--- config.mk ---
export PLATFORM = sky130hd
export DESIGN_NAME = fp_adder_norm_stage_multi
export DESIGN_NICKNAME = d
export VERILOG_FILES = /design/src/rtl/fp_norm_pkg.sv /design/src/rtl/fp_norm_lzc.sv /design/src/rtl/fp_adder_norm_stage_multi.sv
export SDC_FILE = /design/constraint.sdc
export NUM_CORES = 1
export LEC_CHECK = 0
export ABC_AREA = 1
export CAP_MARGIN = 20
export CORE_AREA = 4 4 181 183
export CTS_BUF_LIST = sky130_fd_sc_hd__clkbuf_8 sky130_fd_sc_hd__clkbuf_16
export DETAILED_ROUTE_END_ITERATION = 8
export DIE_AREA = 0 0 185 187
export GPL_ROUTABILITY_DRIVEN = 0
export PLACE_DENSITY_LB_ADDON = 0.08
export SETUP_SLACK_MARGIN = 0.4
export SLEW_MARGIN = 20
export SYNTH_ARGS = -nofsm -noshare
export SYNTH_HDL_FRONTEND = slang
export SYNTH_SLANG_ARGS = --single-unit
--- constraint.sdc ---
create_clock -name clk -period 3.2 [get_ports clk]
set_clock_uncertainty 0.05 [all_clocks]
set_input_delay 0.64 -clock clk [delete_from_list [all_inputs] [get_ports clk]]
set_output_delay 0.64 -clock clk [all_outputs]
set_load 0.01 [all_outputs]
--- src/rtl/fp_norm_pkg.sv ---
// Shared constants and helpers for the FP adder normalization stage.
// Holds default widths, flag bit positions and exponent constants.
package fp_norm_pkg;

  localparam int DEF_EXP_W = 8;
  localparam int DEF_MAN_W = 24;

  localparam int ZERO      = 0;
  localparam int UNDERFLOW = 1;
  localparam int OVERFLOW  = 2;
  localparam int FLAG_W    = 3;

  localparam logic [DEF_EXP_W-1:0] EXP_ALL1 = '1;
  localparam logic [DEF_EXP_W-1:0] EXP_ZERO = '0;

  function automatic int lzc_w(input int w);
    return $clog2(w);
  endfunction

endpackage

--- src/rtl/fp_norm_lzc.sv ---
// Sign-conditional magnitude and priority leading-zero count.
// i_sum: two's-complement sum (MSB is sign); o_lzc: count, saturated at MAN_W-1.
module fp_norm_lzc
  import fp_norm_pkg::*;
#(
  parameter int MAN_W = DEF_MAN_W
) (
  input  logic [MAN_W:0]            i_sum,
  output logic [lzc_w(MAN_W)-1:0]   o_lzc
);

  localparam int LZC_W = lzc_w(MAN_W);

  logic [MAN_W-1:0] w_mag;

  // One's complement is enough for negatives: it makes the
  // redundant sign copies disappear from the top of the word.
  assign w_mag = i_sum[MAN_W] ? ~i_sum[MAN_W-1:0]
                              : i_sum[MAN_W-1:0];

  // Scan upward so the highest set bit wins; an all-zero
  // magnitude keeps the saturated default.
  always_comb begin
    o_lzc = LZC_W'(MAN_W - 1);
    for (int i = 0; i < MAN_W; i++) begin
      if (w_mag[i]) o_lzc = LZC_W'(MAN_W - 1 - i);
    end
  end

endmodule

--- src/rtl/fp_adder_norm_stage_multi.sv ---
// Multi-lane two-stage handshaked normalization stage for the FP adder.
// in_*: valid/ready beat of LANES sums+exponents; out_*: normalized exp/mantissa, sign, zero/underflow/overflow flags.
module fp_adder_norm_stage_multi
  import fp_norm_pkg::*;
#(
  parameter int LANES = 2,
  parameter int EXP_W = DEF_EXP_W,
  parameter int MAN_W = DEF_MAN_W
) (
  input  logic                       clk,
  input  logic                       rst_n,
  input  logic                       in_valid,
  output logic                       in_ready,
  input  logic [LANES*EXP_W-1:0]     in_exponent,
  input  logic [LANES*(MAN_W+1)-1:0] in_sum,
  output logic                       out_valid,
  input  logic                       out_ready,
  output logic [LANES*EXP_W-1:0]     out_exponent,
  output logic [LANES*MAN_W-1:0]     out_mantissa,
  output logic [LANES-1:0]           out_sign,
  output logic [LANES-1:0]           out_zero,
  output logic [LANES-1:0]           out_underflow,
  output logic [LANES-1:0]           out_overflow
);

  localparam int LZC_W = lzc_w(MAN_W);
  localparam int SW    = MAN_W + 1;

  logic r_s1_valid;
  logic r_s2_valid;
  logic w_s1_adv;
  logic w_s2_adv;
  logic w_s1_load;
  logic w_s2_load;

  assign w_s2_adv  = !r_s2_valid || out_ready;
  assign w_s1_adv  = !r_s1_valid || w_s2_adv;
  assign w_s1_load = w_s1_adv && in_valid;
  assign w_s2_load = w_s2_adv && r_s1_valid;
  assign in_ready  = w_s1_adv;
  assign out_valid = r_s2_valid;

  always_ff @(posedge clk) begin
    if (!rst_n) begin
      r_s1_valid <= 1'b0;
      r_s2_valid <= 1'b0;
    end else begin
      if (w_s1_adv) r_s1_valid <= in_valid;
      if (w_s2_adv) r_s2_valid <= r_s1_valid;
    end
  end

  for (genvar g = 0; g < LANES; g++) begin : g_lane
    logic [SW-1:0]          w_sum;
    logic [EXP_W-1:0]       w_exp;
    logic [LZC_W-1:0]       w_lzc;

    logic [SW-1:0]          r_sum;
    logic [LZC_W-1:0]       r_lzc;
    logic                   r_zero_d;
    logic [EXP_W:0]         r_exp_p1;

    logic signed [EXP_W+1:0] w_e;
    logic                   w_uf;
    logic                   w_ov;
    logic [MAN_W-1:0]       w_man;

    logic [EXP_W-1:0]       w_oexp;
    logic [MAN_W-1:0]       w_oman;
    logic                   w_osign;
    logic [FLAG_W-1:0]      w_flags;

    logic [EXP_W-1:0]       r_oexp;
    logic [MAN_W-1:0]       r_oman;
    logic                   r_osign;
    logic [FLAG_W-1:0]      r_flags;

    assign w_sum = in_sum[g*SW +: SW];
    assign w_exp = in_exponent[g*EXP_W +: EXP_W];

    fp_norm_lzc #(
      .MAN_W (MAN_W)
    ) u_lzc (
      .i_sum (w_sum),
      .o_lzc (w_lzc)
    );

    always_ff @(posedge clk) begin
      if (!rst_n) begin
        r_sum    <= '0;
        r_lzc    <= '0;
        r_zero_d <= 1'b0;
        r_exp_p1 <= '0;
      end else if (w_s1_load) begin
        r_sum    <= w_sum;
        r_lzc    <= w_lzc;
        r_zero_d <= (w_sum == '0);
        r_exp_p1 <= {1'b0, w_exp} + (EXP_W+1)'(1);
      end
    end

    // Exponent math is two bits wider than EXP_W so both the
    // +1 carry and a negative result stay representable.
    assign w_e = $signed({1'b0, r_exp_p1})
               - $signed({{(EXP_W+2-LZC_W){1'b0}}, r_lzc});

    assign w_uf = w_e[EXP_W+1] || (w_e == '0);
    assign w_ov = !w_e[EXP_W+1]
               && (w_e[EXP_W:0] >= {1'b0, {EXP_W{1'b1}}});

    // Shift at sum width, then drop the LSB: the top MAN_W bits
    // of the normalized sum form the mantissa.
    assign w_man = MAN_W'((r_sum << r_lzc) >> 1);

    always_comb begin
      w_oexp  = w_e[EXP_W-1:0];
      w_oman  = w_man;
      w_osign = r_sum[MAN_W];
      w_flags = '0;
      if (r_zero_d) begin
        w_oexp        = '0;
        w_oman        = '0;
        w_osign       = 1'b0;
        w_flags[ZERO] = 1'b1;
      end else if (w_uf) begin
        w_oexp             = '0;
        w_oman             = '0;
        w_flags[ZERO]      = 1'b1;
        w_flags[UNDERFLOW] = 1'b1;
      end else if (w_ov) begin
        w_oexp            = '1;
        w_oman            = '0;
        w_flags[OVERFLOW] = 1'b1;
      end
    end

    always_ff @(posedge clk) begin
      if (!rst_n) begin
        r_oexp  <= '0;
        r_oman  <= '0;
        r_osign <= 1'b0;
        r_flags <= '0;
      end else if (w_s2_load) begin
        r_oexp  <= w_oexp;
        r_oman  <= w_oman;
        r_osign <= w_osign;
        r_flags <= w_flags;
      end
    end

    assign out_exponent[g*EXP_W +: EXP_W] = r_oexp;
    assign out_mantissa[g*MAN_W +: MAN_W] = r_oman;
    assign out_sign[g]      = r_osign;
    assign out_zero[g]      = r_flags[ZERO];
    assign out_underflow[g] = r_flags[UNDERFLOW];
    assign out_overflow[g]  = r_flags[OVERFLOW];
  end

endmodule

==> impl_metrics.ini <==
[run_status]
status = finished clean

[floorplan]
io_pins = 144
die-area_um2 = 34600
core.rowCount = 65
dieWidth_um = 185
start_util_pct = 29.4
chipHeight_um = 187
core-area_um2 = 31200

[finish]
drive_gt1_share_pct = 10.8
num-fill-cells = 3396
antenna_cells = 0
nNetsFinal = 1602
area_delta_synth_final_pct = 31.9

[timing]
fin_tns_setup_ps = 0
setup_viol = 0
worst_pin_slew_ps = 656
relSlewSlack_pct = 56.2
fin_crit_sh_pct = 85.1
finalWorstPathRequiredPeriod_ps = 2720
slew_violations = 0
max_freq_mhz = 367
grt_setup_unrepaired = true
setup_slack_ps = 477
finalHoldViolCount = 0

[flow_run]
max_cap_viol_count = 0

[clock_tree]
cts_htree_levels = 4
clock_latency_ps = 430
cts_tree = yes
numCtsBuffers = 17
holdBufCountCts = 0
clkTransAtPathRegs_ps = 70
root_buffer = clkbuf_16
cts_sinks = 154
clk_path_buf_depth = 2

[synth]
synth_nets = 1473
synth_cells = 1389
syn_area_um2 = 9190
async_flop_share_pct = 0
synth_cell_type_count = 49
syn_area_per_cell_um2 = 6.62
synth_ff_type = dfxtp_1
synth_top_area_share_pct = 33.5
synth_area_leaders = dfxtp_1 (34%), nand2_1 (14%), o21ai_0 (9.8%)
post-synth-top-count-cell = nand2_1
ys_ff_latch = 154
synth_top_cell_by_area = dfxtp_1
ys_seq_area_share_pct = 33.5
synth_edf_count = 0
synthTopCellsByCount = nand2_1 (353), o21ai_0 (180), dfxtp_1 (154)
yosysWarnings = 0

[worst_setup_path]
worstSetupEndpointType = flop
cp_max_fo = 7
crit_type = flop to flop
critPathArrivalTime_ps = 3030
required_ps = 3510
r2r_start = g_lane[0].r_lzc[0]
critPathLaunchType = flop
crit_path_start = g_lane[0].r_lzc[0]

[grt]
grt_pass1_vias = 8652
grt_usage_pct = 17.1
grt_antenna_before_repair = 0
grt_first_pass_wirelength_mm = 47.9
grt-ovfl-total = 0
grt_max_degree = 56

[pwr]
ir_drop_mv = 0.354
p_switching_mw = 1.82
internal_power_mw = 3.62
power_leakage_nw = 4.81
p_clk_share_pct = 35.3
swShare_pct = 33.4
power_density_nw_per_um2 = 449
combPwrFrac_pct = 26.0
p_seq_share_pct = 38.7

[placement]
dpl_worst_slack_ps = 145
port-buffer-count = 143
hpwl_mm = 22.6

[route]
viasPerCell = 4.78
drt-pass1-iter-count = 5
vias = 9236
routedWlPerCell_um = 15.4
drt-initial-drc-count = 575
antenna_left = 0
drc = 0
routed_wl_mm = 29.8

[worst_hold_path]
worstHoldStart = g_lane[1].r_sum[15]
min_path_type = flop to flop
## worst paths after layout
kind / to / slack (ps) / cells after the start
min reg2reg: g_lane[1].r_sum[15] / 410 / 2
min: g_lane[1].r_sum[15] / 410 / 2
max reg2reg: g_lane[0].r_oman[2] / 480 / 18
max: g_lane[0].r_oman[2] / 480 / 18
## cell usage in the layout (no fill, tap or decap), drive strengths merged, types with 3 or more instances in the layout
cell,count
a21oi,143
nand3,40
nor3,10
clkinvlp,6
ha,12
o21ai,181
nor2,97
dfxtp,154
a31oi,6
nand2,354
xor2,21
o211ai,17
clkbuf,17
clkdlybuf4s50,140
mux2i,28
nand4,12
inv,129
nor4,16
xnor2,42
buf,55
o32ai,3
clkinv,6
o22ai,3
a211oi,5
a22oi,9
and2,4
## power groups by stage
stage,registers (mW),logic [mW],clock network [mW]
2_1_floorplan,2.15,0.782,0
3_3_place_gp,2.15,1.27,0
3_5_place_dp,2.15,1.27,0
4_1_cts,2.11,1.32,1.99
5_1_grt,2.12,1.59,2.07
6_report,2.11,1.42,1.92
## registers in the layout, summed over array words and instances (netlist names)
register         flops
g_lane.r_sum        50
g_lane.r_oman       48
g_lane.r_exp_p1     18
g_lane.r_oexp       16
g_lane.r_lzc        10
g_lane.r_flags       6
g_lane.r_osign       2
g_lane.r_zero_d      2
out_valid            1
r_s1_valid           1
## logic make-up (layout without fill, tap and decap cells)
| logic type | count (synthesis) | after routing | synth area share [%] |
|---|---|---|---|
| flops | 154 | 154 | 33.5 |
| simple gates | 537 | 537 | 24.0 |
| fa+ha+maj | 14 | 14 | 2.07 |
| compound gates | 380 | 380 | 22.3 |
| xor+xnor | 63 | 63 | 6.00 |
| buf+inv | 213 | 355 | 9.01 |
| mux | 28 | 28 | 3.05 |
## stage by stage
step / util, % / std cells / area (um^2) / total power, mW / hold WS [ps]
2_1_floorplan: - / 1389 / 9200 / 2.93 / 385
3_3_place_gp: 35.4 / 1881 / 11000 / 3.42 / 403
3_5_place_dp: 35.4 / 1881 / 11000 / 3.42 / 404
4_1_cts: 37.7 / 1925 / 11800 / 5.42 / 415
5_1_grt: 38.8 / 1933 / 12100 / 5.78 / 435
6_report: 38.8 / 1933 / 12100 / 5.44 / 415
## layer usage
layer  vias to the layer above  wire length [um]  GRT usage, %
li1                       4854                 -             -
met1                      4205             16600          27.7
met2                       168             11900          23.6
met3                         9              1160          2.74
met4                         0               172          3.13
met5                         -                 0             0
## what timing repair did
item,in CTS,in global routing
buffers inserted,10,8
pin swaps,18,25
gates resized for setup,30,65
endpoints found under the setup margin,57,68
cloned,2,0
## worst max-delay path, cell delays in order (launching register included)
cell and delay [ps]:
dfxtp_4 370, ha_4 120, inv_2 40, fa_2 350, a21oi_2 130, nor2_1 50
nor2_1 110, nor2_1 70, nor3_2 150, nand3_2 110, xor2_2 180, o21bai_1 160
nand2_1 90, inv_2 70, nor3_4 200, buf_6 130, buf_6 120, nand2_1 60
a21oi_2 110
## area by class of cell
class                      instances  area (um^2)  share of cell area [%]
clock buffer                      17          425                    3.51
clock inverter                    15          118                   0.970
inverter                         126          482                    3.97
multi-input combinational       1022         5620                    46.4
sequential                       154         3090                    25.5
tap                              402          503                    4.15
timing repair buffer             197         1880                    15.5
Power figures use the tool's default switching activity.
